**config.mk**
```make
export PLATFORM = sky130hd
export DESIGN_NAME = hazard_scoreboard_flat
export DESIGN_NICKNAME = d
export VERILOG_FILES = /design/src/rtl/hazard_scoreboard_if.sv /design/src/rtl/hazard_scoreboard.sv /design/src/flat_wrapper.sv
export SDC_FILE = /design/constraint.sdc
export NUM_CORES = 1
export LEC_CHECK = 0
export ABC_AREA = 0
export BUFFER_PORTS_ARGS = -buffer_cell sky130_fd_sc_hd__buf_2
export CELL_PAD_IN_SITES_DETAIL_PLACEMENT = 1
export CELL_PAD_IN_SITES_GLOBAL_PLACEMENT = 2
export CORE_ASPECT_RATIO = 0.75
export CORE_MARGIN = 1
export CORE_UTILIZATION = 35
export CTS_BUF_LIST = sky130_fd_sc_hd__clkbuf_4
export CTS_CLUSTER_DIAMETER = 80
export DETAILED_ROUTE_END_ITERATION = 12
export PLACE_DENSITY_LB_ADDON = 0.1
export SLEW_MARGIN = 20
export SYNTH_ARGS = -nofsm -noshare
export SYNTH_HDL_FRONTEND = slang
export SYNTH_SLANG_ARGS = --single-unit
```
**constraint.sdc**
```tcl
create_clock -name clk -period 9.3 [get_ports clk]
set_clock_uncertainty 0.15 [all_clocks]
set_input_delay 0.465 -clock clk [delete_from_list [all_inputs] [get_ports clk]]
set_output_delay 0.465 -clock clk [all_outputs]
set_load 0.05 [all_outputs]
```
**src/rtl/hazard_scoreboard_if.sv**
```systemverilog
// ID-stage interlock bus: decoded instruction fields flow from the pipeline
// into the scoreboard, and stall/status flow back.
interface hazard_scoreboard_if #(
  parameter int NREG   = 32,
  parameter int REG_AW = 5,
  parameter int PERF_W = 16
);
  logic              id_valid;
  logic [REG_AW-1:0] id_rs;
  logic [REG_AW-1:0] id_rt;
  logic              id_uses_rs;
  logic              id_uses_rt;
  logic              id_wr_en;
  logic [REG_AW-1:0] id_dst;
  logic [1:0]        id_kind;
  logic              flush;
  logic              stall;
  logic [NREG-1:0]   busy_vec;
  logic              mul_busy;
  logic [PERF_W-1:0] stall_cycles;

  // Pipeline side: presents the ID instruction, consumes the interlock.
  modport master (
    output id_valid, id_rs, id_rt, id_uses_rs, id_uses_rt,
           id_wr_en, id_dst, id_kind, flush,
    input  stall, busy_vec, mul_busy, stall_cycles
  );

  // Scoreboard side.
  modport slave (
    input  id_valid, id_rs, id_rt, id_uses_rs, id_uses_rt,
           id_wr_en, id_dst, id_kind, flush,
    output stall, busy_vec, mul_busy, stall_cycles
  );
endinterface

```
**src/rtl/hazard_scoreboard.sv**
```systemverilog
// ID-stage hazard scoreboard. Each architectural register (except r0) has a
// countdown of cycles until its pending result can be forwarded; the
// multiplier has its own occupancy countdown. A combinational stall covers
// RAW, WAW and multiplier structural hazards, and stall cycles are counted
// in a saturating performance counter.
module hazard_scoreboard #(
  parameter int NREG     = 32,
  parameter int REG_AW   = 5,
  parameter int LOAD_LAT = 1,
  parameter int MUL_LAT  = 3,
  parameter int CNT_W    = 3,
  parameter int PERF_W   = 16
) (
  input logic                clk,
  input logic                rst,
  hazard_scoreboard_if.slave idBus
);

  localparam logic [1:0]       KIND_LOAD = 2'd1;
  localparam logic [1:0]       KIND_MUL  = 2'd2;
  localparam logic [CNT_W-1:0] LOAD_CNT  = CNT_W'(LOAD_LAT);
  localparam logic [CNT_W-1:0] MUL_CNT   = CNT_W'(MUL_LAT);
  localparam logic [CNT_W-1:0] CNT_ONE   = CNT_W'(1);
  localparam logic [PERF_W-1:0] PERF_ONE = PERF_W'(1);

  logic [CNT_W-1:0]  cntReg [NREG];
  logic [CNT_W-1:0]  cntNext [NREG];
  logic [CNT_W-1:0]  mulCntReg;
  logic [CNT_W-1:0]  mulCntNext;
  logic [PERF_W-1:0] stallCyclesReg;
  logic [PERF_W-1:0] stallCyclesNext;

  logic [CNT_W-1:0]  idLat;
  logic              rsHazard;
  logic              rtHazard;
  logic              rawHazard;
  logic              wawHazard;
  logic              structHazard;
  logic              idLive;
  logic              stallInt;
  logic              issue;
  logic              setDst;

  // Result latency of the instruction currently in ID (reserved kind acts as ALU).
  always_comb begin
    idLat = '0;
    case (idBus.id_kind)
      KIND_LOAD: idLat = LOAD_CNT;
      KIND_MUL:  idLat = MUL_CNT;
      default:   idLat = '0;
    endcase
  end

  // Hazard terms; r0 is never a dependency because its entry is never set.
  always_comb begin
    rsHazard     = idBus.id_uses_rs && (idBus.id_rs != '0) &&
                   (cntReg[idBus.id_rs] != '0);
    rtHazard     = idBus.id_uses_rt && (idBus.id_rt != '0) &&
                   (cntReg[idBus.id_rt] != '0);
    rawHazard    = rsHazard || rtHazard;
    // A new writer must not finish before an older pending write to the same register.
    wawHazard    = idBus.id_wr_en && (idBus.id_dst != '0) &&
                   (cntReg[idBus.id_dst] > idLat);
    structHazard = (idBus.id_kind == KIND_MUL) && (mulCntReg != '0);
  end

  // A squashed instruction neither stalls nor issues.
  assign idLive   = idBus.id_valid && !idBus.flush;
  assign stallInt = idLive && (rawHazard || wawHazard || structHazard);
  assign issue    = idLive && !stallInt;
  assign setDst   = issue && idBus.id_wr_en && (idBus.id_dst != '0) && (idLat != '0);

  // Per-register countdown: a fresh issue overrides the decrement, otherwise count down to zero.
  always_comb begin
    for (int r = 0; r < NREG; r++) begin
      cntNext[r] = '0;
      if (r != 0) begin
        if (setDst && (idBus.id_dst == REG_AW'(r))) begin
          cntNext[r] = idLat;
        end else if (cntReg[r] != '0) begin
          cntNext[r] = cntReg[r] - CNT_ONE;
        end
      end
    end
  end

  // Multiplier occupancy is claimed by every issued MUL, even one with no destination.
  always_comb begin
    mulCntNext = '0;
    if (issue && (idBus.id_kind == KIND_MUL)) begin
      mulCntNext = MUL_CNT;
    end else if (mulCntReg != '0) begin
      mulCntNext = mulCntReg - CNT_ONE;
    end
  end

  // Saturating count of stalled cycles.
  always_comb begin
    stallCyclesNext = stallCyclesReg;
    if (stallInt && (stallCyclesReg != '1)) begin
      stallCyclesNext = stallCyclesReg + PERF_ONE;
    end
  end

  // Scoreboard state registers; reset discards every pending entry.
  always_ff @(posedge clk) begin
    if (rst) begin
      for (int r = 0; r < NREG; r++) begin
        cntReg[r] <= '0;
      end
      mulCntReg      <= '0;
      stallCyclesReg <= '0;
    end else begin
      for (int r = 0; r < NREG; r++) begin
        cntReg[r] <= cntNext[r];
      end
      mulCntReg      <= mulCntNext;
      stallCyclesReg <= stallCyclesNext;
    end
  end

  // Busy flags per register; r0 has no entry and always reads idle.
  genvar gi;
  generate
    for (gi = 0; gi < NREG; gi++) begin : gBusy
      if (gi == 0) begin : gZero
        assign idBus.busy_vec[gi] = 1'b0;
      end else begin : gReg
        assign idBus.busy_vec[gi] = (cntReg[gi] != '0);
      end
    end
  endgenerate

  assign idBus.stall        = stallInt;
  assign idBus.mul_busy     = (mulCntReg != '0);
  assign idBus.stall_cycles = stallCyclesReg;

endmodule

```
**src/flat_wrapper.sv**
```systemverilog
// flat-port wrapper written by rule: the top's interface ports become plain ports
module hazard_scoreboard_flat 
#(
  parameter int NREG     = 32,
  parameter int REG_AW   = 5,
  parameter int LOAD_LAT = 1,
  parameter int MUL_LAT  = 3,
  parameter int CNT_W    = 3,
  parameter int PERF_W   = 16
)
  (clk, rst, idBus_id_valid, idBus_id_rs, idBus_id_rt, idBus_id_uses_rs, idBus_id_uses_rt, idBus_id_wr_en, idBus_id_dst, idBus_id_kind, idBus_flush, idBus_stall, idBus_busy_vec, idBus_mul_busy, idBus_stall_cycles);
  hazard_scoreboard_if #(.NREG(NREG), .REG_AW(REG_AW), .PERF_W(PERF_W)) idBus_i ();
  input logic clk;
  input logic rst;
  input wire logic [$bits(idBus_i.id_valid)-1:0] idBus_id_valid;
  input wire logic [$bits(idBus_i.id_rs)-1:0] idBus_id_rs;
  input wire logic [$bits(idBus_i.id_rt)-1:0] idBus_id_rt;
  input wire logic [$bits(idBus_i.id_uses_rs)-1:0] idBus_id_uses_rs;
  input wire logic [$bits(idBus_i.id_uses_rt)-1:0] idBus_id_uses_rt;
  input wire logic [$bits(idBus_i.id_wr_en)-1:0] idBus_id_wr_en;
  input wire logic [$bits(idBus_i.id_dst)-1:0] idBus_id_dst;
  input wire logic [$bits(idBus_i.id_kind)-1:0] idBus_id_kind;
  input wire logic [$bits(idBus_i.flush)-1:0] idBus_flush;
  output wire logic [$bits(idBus_i.stall)-1:0] idBus_stall;
  output wire logic [$bits(idBus_i.busy_vec)-1:0] idBus_busy_vec;
  output wire logic [$bits(idBus_i.mul_busy)-1:0] idBus_mul_busy;
  output wire logic [$bits(idBus_i.stall_cycles)-1:0] idBus_stall_cycles;
  assign idBus_i.id_valid = idBus_id_valid;
  assign idBus_i.id_rs = idBus_id_rs;
  assign idBus_i.id_rt = idBus_id_rt;
  assign idBus_i.id_uses_rs = idBus_id_uses_rs;
  assign idBus_i.id_uses_rt = idBus_id_uses_rt;
  assign idBus_i.id_wr_en = idBus_id_wr_en;
  assign idBus_i.id_dst = idBus_id_dst;
  assign idBus_i.id_kind = idBus_id_kind;
  assign idBus_i.flush = idBus_flush;
  assign idBus_stall = idBus_i.stall;
  assign idBus_busy_vec = idBus_i.busy_vec;
  assign idBus_mul_busy = idBus_i.mul_busy;
  assign idBus_stall_cycles = idBus_i.stall_cycles;
  hazard_scoreboard #(.NREG(NREG), .REG_AW(REG_AW), .LOAD_LAT(LOAD_LAT), .MUL_LAT(MUL_LAT), .CNT_W(CNT_W), .PERF_W(PERF_W)) u_core (.clk(clk), .rst(rst), .idBus(idBus_i));
endmodule
```
==> results of run 1 <==
==> placed cells by master (no fill, tap or decap), types with 2 or more instances in the layout <==
cell type / instances
a22o_1: 3
nor4b_1: 23
or2_2: 34
inv_1: 76
mux2_2: 42
or3_1: 5
a221oi_1: 6
inv_6: 3
mux2_1: 2
nor2_1: 67
mux2i_1: 6
nor4_1: 14
ha_1: 36
nand4b_1: 3
o31ai_1: 4
o21ai_0: 10
clkbuf_4: 10
a21oi_1: 74
nand3_1: 34
nand4_1: 7
bufinv_16: 2
and3_1: 17
a211oi_1: 4
buf_2: 71
nor3b_1: 5
nand2_1: 80
mux4_2: 27
nor3_1: 29
o41ai_1: 3
dfxtp_1: 112
nor2b_1: 9
a31oi_1: 6
nand2b_1: 7
a2111oi_0: 3
mux4_1: 5
buf_4: 4
==> worst reg2reg max path, delay by kind of cell, from the launching register on <==
kind,cells,cell delay (ns)
AO/OA/AOI/OAI,4,0.46
buffers and inverters,1,0.50
adder cells (fa/ha/maj),1,0.30
AND/OR/NAND/NOR,2,1.08
multiplexers,4,1.65
flip-flops,1,0.43
==> through the flow <==
step                 util  cell area [µm²]
floorplan               -             6980
global placement    0.385             7480
detailed placement  0.385             7480
CTS                 0.394             7650
global route        0.394             7650
finish              0.394             7650
==> power by group <==
group / internal [mW] / switching (mW) / leakage, nW / total, mW
Combinational: 0.462 / 0.840 / 2.11 / 1.30
Sequential: 0.598 / 0.157 / 0.910 / 0.755
Clock: 0.117 / 0.183 / 0.0939 / 0.300
==> final timing paths <==
check	from	cells past startpoint	to	slack, ns
worst min register to register	u_core.mulCntReg[1]	2	u_core.mulCntReg[1]	0.36
worst max register to register	u_core.cntReg[22][1]	12	u_core.cntReg[1][1]	4.66
worst min-delay path	idBus_flush	4	u_core.mulCntReg[0]	0.24
worst max-delay path	idBus_id_dst[0]	14	idBus_stall	3.90
==> logic make-up after synthesis <==
logic type / after synthesis / synth area share
AND/OR/NAND/NOR: 340 / 0.254
AO/OA/AOI/OAI: 121 / 0.103
buffers and inverters: 118 / 0.0710
flip-flops: 112 / 0.321
multiplexers: 82 / 0.185
adder cells (fa/ha/maj): 36 / 0.0645
other: 1 / 0.000537
==> layout make-up <==
cell class                 count  area [µm²]  share of cell area
multi-input combinational    580        4250               0.556
sequential                   112        2240               0.293
timing repair buffer          75         385              0.0503
tap                          253         317              0.0414
inverter                      76         285              0.0373
clock inverter                 6        97.6              0.0127
clock buffer                  10        75.1             0.00981
==> routing by layer <==
metal,GRT usage,up-vias,share of wire
li1,-,2987,-
met1,0.328,3171,0.49
met2,0.344,124,0.45
met5,0,-,0
met3,0.0490,13,0.050
met4,0.0443,0,0.0093
==> flip-flops by register name, indices dropped and copies added (netlist names) <==
signal,flops
u_core.cntReg,93
u_core.idBus.stall_cycles,16
u_core.mulCntReg,3
==> results_dict.tcl, run 1 <==
set metrics [dict create \
    timing.hold.ws_ns 0.240 \
    critical_path.cell_chain "buf_2 -> buf_4 -> mux4_2 -> mux4_2 -> mux2_2 -> ha_1 -> a21oi_1 -> a21oi_1 -> a31oi_1 -> a21oi_1 -> nor4_4 -> buf_4 -> nor2_1 -> buf_2" \
    min_path_type "input pin to flop" \
    tightest_slew_ns 1.06 \
    fin_tns_setup_ns 0 \
    die-width_um 165 \
    wire_per_inst_um 20.2 \
    synthesis.area_per_instance_um2 8.62 \
    grt-ovfl-total 0 \
    antenna_found_initial 0 \
    global_route.usage.total 0.226 \
    path_class "input pin to primary output" \
    instances_no_fill 1112 \
    vias 6295 \
    place_ws_ns 3.90 \
    fp.coreArea_um2 19400 \
    cp-end-kind "primary output" \
    synth_seq_cells 112 \
    clk_latency_ns 0.51 \
    critical_path_peak_fanout 36 \
    yosys.area.top_type_share 0.321 \
    number_of_buffers_on_the_longest_clock_path 2 \
    yosys-top-cells-count "dfxtp_1, nand2_1, inv_1" \
    cts_root_buf "clkbuf_4" \
    place.gp.congestion 0.856 \
    min_period_ns 5.40 \
    path_clk_slew_ns 0.19 \
    h-tree-depth 3 \
    initial_core_util 0.359 \
    cts_tree "yes" \
    cts_sinks 112 \
    top_level_ports 74 \
    final_net_count 914 \
    wl_mm 22.4 \
    startpoint_type "input pin" \
    yosysSeqAreaShare 0.321 \
    critical_path.n_buffers_inverters 4 \
    detailed_placement_hpwl_mm 17.2 \
    drv_cap 0 \
    post-place-cells 1096 \
    fillCellCount 2317 \
    synth_top_area_cell "dfxtp_1" \
    fin_total_pwr_mw 2.36 \
    chipHeight_um 124 \
    antenna_cells_inserted 0 \
    detailedRoute.firstPassIterationCount 5 \
    synth_async_sr_flop_share 0 \
    achievable-frequency_ghz 0.185 \
    most_frequent_cell_on_the_critical_path "a21oi_1" \
    postRouteAntennaNets 0 \
    number_of_flops_mapped_to_enable_cells_by_yosys 0 \
    worst_slack_ns 3.90 \
    fp.dieArea_um2 20500 \
    final_hold_viol_count 0 \
    maximum_number_of_pins_on_one_net_before_global_route_repair 67 \
    worst-endpoint-arrival_ns 4.78 \
    mappedNetlistNets 870 \
    drt_drc_violations_left 0 \
    power_per_cell_area_nw_per_um2 308 \
    postCtsResizedCells 0 \
    synth.top_cells.by_area "dfxtp_1, mux4_2, mux2_2" \
    tritoncts.num_buffers 9 \
    postCtsSetupBuffers 0 \
    syn_inst 810 \
    final_layout_size_suffix_gt1_frac 0.231 \
    drtIter0Drc 282 \
    timing.critical_path.max_delay_family "multiplexers" \
    synthMostInstantiatedCell "dfxtp_1" \
    final-setup-viol-count 0 \
    finalMaxSlewViolations 0 \
    setup_repair_after_global_routing_missed_its_margin "false" \
    number_of_global_route_vias_before_repair 6343 \
    period_share 0.580 \
    max_slew_margin 0.295 \
    first_pass_grt_wire_length_mm 35.7 \
    i_o_buffers 72 \
    critPathMaxStageDelay_ns 0.84 \
    netlist-cell-type-count 50 \
    avgViaCountPerCell 5.66 \
    power.static_leakage_nw 3.12 \
    total_of_warnings_raised_by_yosys 0 \
    area_growth_synth_to_finish_pct 9.62 \
    critPathRequiredTime_ns 8.69 \
    synth_ff_type "dfxtp_1" \
    synth.cell_area_um2 6980 \
    post_cts_hold_buffer_count 0 \
    fp-row-count 44 \
    critical_path.slowest_cell "nor4_4" \
    outcome "finished, final reports clean" \
    worst_ir_drop_vdd_uv 181 \
]
No activity file was read; power rests on OpenSTA's default activity.
==> run 2, diff against run 1 <==
--- a/config.mk
+++ b/config.mk
@@ -11,7 +11,7 @@
 export CELL_PAD_IN_SITES_GLOBAL_PLACEMENT = 2
 export CORE_ASPECT_RATIO = 0.75
 export CORE_MARGIN = 1
-export CORE_UTILIZATION = 35
+export CORE_UTILIZATION = 34
 export CTS_BUF_LIST = sky130_fd_sc_hd__clkbuf_4
 export CTS_CLUSTER_DIAMETER = 80
 export DETAILED_ROUTE_END_ITERATION = 12
==> constraint.sdc (replaced) <==
create_clock -name clk -period 4.65 [get_ports clk]
set_clock_uncertainty 0.15 [all_clocks]
set_input_delay 0.2325 -clock clk [delete_from_list [all_inputs] [get_ports clk]]
set_output_delay 0.2325 -clock clk [all_outputs]
set_load 0.05 [all_outputs]
==> run 2 against run 1 <==
Against the previous run: sequential power is 100% higher; largest cell class unchanged; cell count increased by 0.72%; largest power group unchanged; critical path type is now flop to primary output; utilization down 0.35 points; via count increased by 2.1%.
==> results_dict.tcl, run 2 (same netlist as run 1, synthesis figures left out) <==
set metrics [dict create \
    number_of_buffers_on_the_longest_clock_path 2 \
    area_growth_synth_to_finish_pct 10.2 \
    final_net_count 922 \
    power_per_cell_area_nw_per_um2 609 \
    grt-ovfl-total 0 \
    postCtsSetupBuffers 0 \
    wl_mm 23.8 \
    drtIter0Drc 478 \
    global_route.usage.total 0.231 \
    layout.cells.most_common "dfxtp_1" \
    fp.coreArea_um2 19700 \
    die-width_um 167 \
    maximum_number_of_pins_on_one_net_before_global_route_repair 63 \
    power_report.internal_total_mw 2.27 \
    detailed_placement_hpwl_mm 17.7 \
    drt_drc_violations_left 0 \
    clk_latency_ns 0.53 \
    final_hold_viol_count 0 \
    first_pass_grt_wire_length_mm 37.6 \
    comb_power_share 0.567 \
    flip_flop_count_of_the_largest_register_after_layout 93 \
    finalInstanceArea_um2 7690 \
    antenna_cells_inserted 0 \
    timing.hold.ws_ns 0.0772 \
    post_cts_hold_buffer_count 1 \
    layout_common_cells "dfxtp_1, nand2_1, inv_1" \
    worst_ir_drop_vdd_uv 372 \
    path_clk_slew_ns 0.21 \
    i_o_buffers 72 \
    tritoncts.num_buffers 9 \
    place.gp.congestion 0.812 \
    cts_root_buf "clkbuf_4" \
    startpoint_type "flop" \
    antenna_found_initial 0 \
    min_period_ns 4.35 \
    period_share 0.936 \
    max_slew_margin 0.301 \
    postRouteAntennaNets 0 \
    tightest_slew_ns 1.05 \
    top_level_ports 74 \
    path_class "flop to primary output" \
    final_layout_size_suffix_gt1_frac 0.238 \
    switching_part_of_the_total_power 0.516 \
    chipHeight_um 126 \
    number_of_global_route_vias_before_repair 6546 \
    outcome "finished, final reports clean" \
    max_flop_register "u_core.cntReg" \
    h-tree-depth 3 \
    cts_sinks 112 \
    worst-endpoint-arrival_ns 3.97 \
    fin_tns_setup_ns 0 \
    initial_core_util 0.354 \
    wire_per_inst_um 21.3 \
    cts_tree "yes" \
    final-setup-viol-count 0 \
    achievable-frequency_ghz 0.230 \
    min_path_type "input pin to flop" \
    critPathRequiredTime_ns 4.27 \
    detailedRoute.firstPassIterationCount 4 \
    fp-row-count 44 \
    cp-end-kind "primary output" \
    vias 6425 \
    netSwitchingPower_mw 2.42 \
    fin_total_pwr_mw 4.69 \
    postCtsResizedCells 0 \
    finalMaxSlewViolations 0 \
    clockPowerShare 0.109 \
    critical_path_peak_fanout 37 \
    placedInstanceArea_um2 7550 \
    fp.dieArea_um2 21100 \
    avgViaCountPerCell 5.74 \
    finish.utilization 0.390 \
    power.sequential.fraction 0.324 \
    power.static_leakage_nw 3.14 \
    setup_repair_after_global_routing_missed_its_margin "false" \
    drv_cap 0 \
]
[run 2: area by class of cell]
type / count / area, µm²
inverters: 76 / 285
well taps: 253 / 317
repair buffers: 83 / 460
fillers: 2379 / 12000
clock buffers: 10 / 75.1
flip-flops and latches: 112 / 2240
multi-input cells: 580 / 4260
clock inverters: 6 / 56.3
[run 2: power by group through the flow]
stage,combinational (mW),clock (mW),sequential [mW]
finish,2.66,0.510,1.52
global route,2.91,0.558,1.56
CTS,2.67,0.530,1.51
detailed placement,2.65,0,1.53
global placement,2.57,0,1.52
floorplan,2.06,0,1.40
[run 2: metrics by stage]
step / setup slack, ns / cells
floorplan: 0.303 / 810
global placement: 0.358 / 1103
detailed placement: 0.190 / 1103
CTS: 0.279 / 1120
global route: 0.138 / 1120
finish: 0.298 / 1120
[run 2: metal layers]
| layer | GRT usage | part of all wire | vias up |
|---|---|---|---|
| met2 | 0.357 | 0.44 | 153 |
| met3 | 0.0377 | 0.049 | 20 |
| met4 | 0.0502 | 0.0098 | 0 |
| met5 | 0 | 0 | - |
| met1 | 0.336 | 0.51 | 3250 |
| li1 | - | - | 3002 |
[run 2: critical path: stages (launching register included)]
cell     delay [ns]
dfxtp_1        0.40
mux4_2         0.50
mux4_2         0.48
mux2_2         0.28
ha_1           0.32
a21oi_1        0.17
a21oi_1        0.06
a31oi_1        0.17
a21oi_1        0.13
nor4_4         0.37
buf_12         0.25
nor2_1         0.07
buf_2          0.21
[run 2: path summary, 6_finish.rpt]
path | depth (start not counted) | slack, ns | start | endpoint
hold / removal | 5 | 0.08 | idBus_id_valid | u_core.idBus.stall_cycles[15]
setup reg to reg | 12 | 0.63 | u_core.cntReg[27][1] | u_core.cntReg[19][1]
hold reg to reg | 2 | 0.36 | u_core.mulCntReg[2] | u_core.mulCntReg[1]
setup / recovery | 12 | 0.30 | u_core.cntReg[27][1] | idBus_stall
==> run 3, diff against run 2 <==
--- a/config.mk
+++ b/config.mk
@@ -12,10 +12,10 @@
 export CORE_ASPECT_RATIO = 0.75
 export CORE_MARGIN = 1
 export CORE_UTILIZATION = 34
-export CTS_BUF_LIST = sky130_fd_sc_hd__clkbuf_4
+export CTS_BUF_LIST = sky130_fd_sc_hd__clkbuf_2
 export CTS_CLUSTER_DIAMETER = 80
 export DETAILED_ROUTE_END_ITERATION = 12
-export PLACE_DENSITY_LB_ADDON = 0.1
+export PLACE_DENSITY_LB_ADDON = 0.12
 export SLEW_MARGIN = 20
 export SYNTH_ARGS = -nofsm -noshare
 export SYNTH_HDL_FRONTEND = slang
==> run 3 against run 2 <==
Against the previous run: global-route usage is essentially flat; clock power down 15%; hold slack better by 0.078 ns; first-iteration DRC count grew 3.1%; non-clock buffer count up 5; fmax fell by 0.27%; final area rose by 0.21%; largest power group unchanged.
==> results_dict.tcl, run 3 (same netlist as run 1, synthesis figures left out) <==
set metrics [dict create \
    wl_met2_mm 10.3 \
    min_period_ns 4.36 \
    drtIter0Drc 493 \
    tritoncts.num_buffers 9 \
    h-tree-depth 3 \
    clk_latency_ns 0.67 \
    most_frequent_cell_on_the_critical_path "a21oi_1" \
    critical_path_peak_fanout 37 \
    place_ws_ns 0.253 \
    antenna_cells_inserted 0 \
    detailedRoute.firstPassIterationCount 5 \
    worst_slack_ns 0.286 \
    critPathMaxStageDelay_ns 0.49 \
    startpoint_type "flop" \
    top_level_ports 74 \
    routedLengthMet1_mm 11.7 \
    reg2reg_from "u_core.cntReg[15][1]" \
    worst_setup_path_startpoint "u_core.cntReg[15][1]" \
    cts_root_buf "clkbuf_2" \
    power.static_leakage_nw 3.15 \
    power_per_cell_area_nw_per_um2 600 \
    layout.cells.most_common "dfxtp_1" \
    max_flop_register "u_core.cntReg" \
    vias 6415 \
    area_growth_synth_to_finish_pct 10.4 \
    critPathRequiredTime_ns 4.27 \
    first_pass_grt_wire_length_mm 37.7 \
    min_path_type "input pin to flop" \
    path_class "flop to primary output" \
    fp-row-count 44 \
    path_clk_slew_ns 0.33 \
    postRouteAntennaNets 0 \
    grt-ovfl-total 0 \
    route.top_layer_used "met4" \
    initial_core_util 0.354 \
    critical_path.slowest_cell "mux4_2" \
    global_route.usage.total 0.232 \
    wl_met3_mm 1.33 \
    cts_sinks 112 \
    final_net_count 927 \
    final-setup-viol-count 0 \
    fp.dieArea_um2 21100 \
    final_hold_viol_count 0 \
    hold_start "idBus_id_dst[1]" \
    achievable-frequency_ghz 0.229 \
    period_share 0.938 \
    die-width_um 167 \
    layout_common_cells "dfxtp_1, nand2_1, inv_1" \
    wl_mm 23.7 \
    finalMaxSlewViolations 0 \
    tightest_slew_ns 0.998 \
    outcome "finished, final reports clean" \
    critical_path.cell_chain "mux4_2 -> mux4_2 -> mux2_2 -> ha_1 -> a21oi_1 -> a21oi_1 -> a31oi_1 -> a21oi_1 -> nor4_4 -> buf_12 -> nor2_1 -> buf_2" \
    drv_cap 0 \
    setup_repair_after_global_routing_missed_its_margin "false" \
    wire_per_inst_um 21.1 \
    timing.hold.ws_ns 0.155 \
    worst-endpoint-arrival_ns 3.98 \
    number_of_buffers_on_the_longest_clock_path 2 \
    critical_path.n_buffers_inverters 2 \
    place.gp.congestion 0.869 \
    fillCellCount 2353 \
    postCtsResizedCells 0 \
    cts_tree "yes" \
    drt_drc_violations_left 0 \
    chipHeight_um 126 \
    final_layout_size_suffix_gt1_frac 0.235 \
    fin_tns_setup_ns 0 \
    detailed_placement_hpwl_mm 17.6 \
    number_of_global_route_vias_before_repair 6697 \
    antenna_found_initial 0 \
    maximum_number_of_pins_on_one_net_before_global_route_repair 68 \
    cp-end-kind "primary output" \
    worst_ir_drop_vdd_uv 376 \
    timing.critical_path.max_delay_family "multiplexers" \
    flip_flop_count_of_the_largest_register_after_layout 93 \
    avgViaCountPerCell 5.71 \
    max_slew_margin 0.332 \
    i_o_buffers 72 \
    fp.coreArea_um2 19700 \
]
## run 3: layout make-up
type | count | area [µm²] | share of cell area
repair buffers | 88 | 513 | 0.0665
multi-input cells | 580 | 4260 | 0.553
well taps | 253 | 317 | 0.0411
inverters | 76 | 285 | 0.0370
clock inverters | 6 | 45.0 | 0.00584
clock buffers | 9 | 45.0 | 0.00584
flip-flops and latches | 112 | 2240 | 0.291
## run 3: through the flow
stage / cell area (µm²) / power [mW] / utilization / instances
2_1_floorplan: 6980 / 3.46 / - / 810
6_report: 7710 / 4.62 / 0.391 / 1124
3_5_place_dp: 7540 / 4.20 / 0.383 / 1102
3_3_place_gp: 7540 / 4.09 / 0.383 / 1102
4_1_cts: 7700 / 4.66 / 0.391 / 1124
5_1_grt: 7710 / 4.97 / 0.391 / 1124
## run 3: power breakdown
| group | total [mW] | switching (mW) | internal (mW) | leakage, nW |
|---|---|---|---|---|
| clock network | 0.435 | 0.362 | 0.0732 | 0.0625 |
| logic | 2.66 | 1.71 | 0.954 | 2.18 |
| registers | 1.53 | 0.328 | 1.20 | 0.910 |
| total | 4.62 | 2.40 | 2.23 | 3.15 |
## run 3: worst min-delay path, stage by stage
cell,delay (ns)
buf_2,0.28
nand2_1,0.17
nor2_1,0.05
nand3_1,0.13
a21oi_1,0.09
## run 3: layer usage
metal	vias up	track usage
met4	0	0.0594
met5	-	0
li1	3007	-
met3	24	0.0475
met1	3230	0.325
met2	154	0.361
## run 3: final timing paths
kind	cells past startpoint	slack, ns	endpoint
setup reg to reg	13	0.56	u_core.mulCntReg[0]
setup / recovery	12	0.29	idBus_stall
hold / removal	5	0.16	u_core.cntReg[7][0]
hold reg to reg	2	0.37	u_core.mulCntReg[1]
## run 3: repair_timing
action,CTS,global route
hold endpoints to repair,42,0
buffers inserted,0,0
endpoints found under the setup margin,0,1
hold buffers,7,0
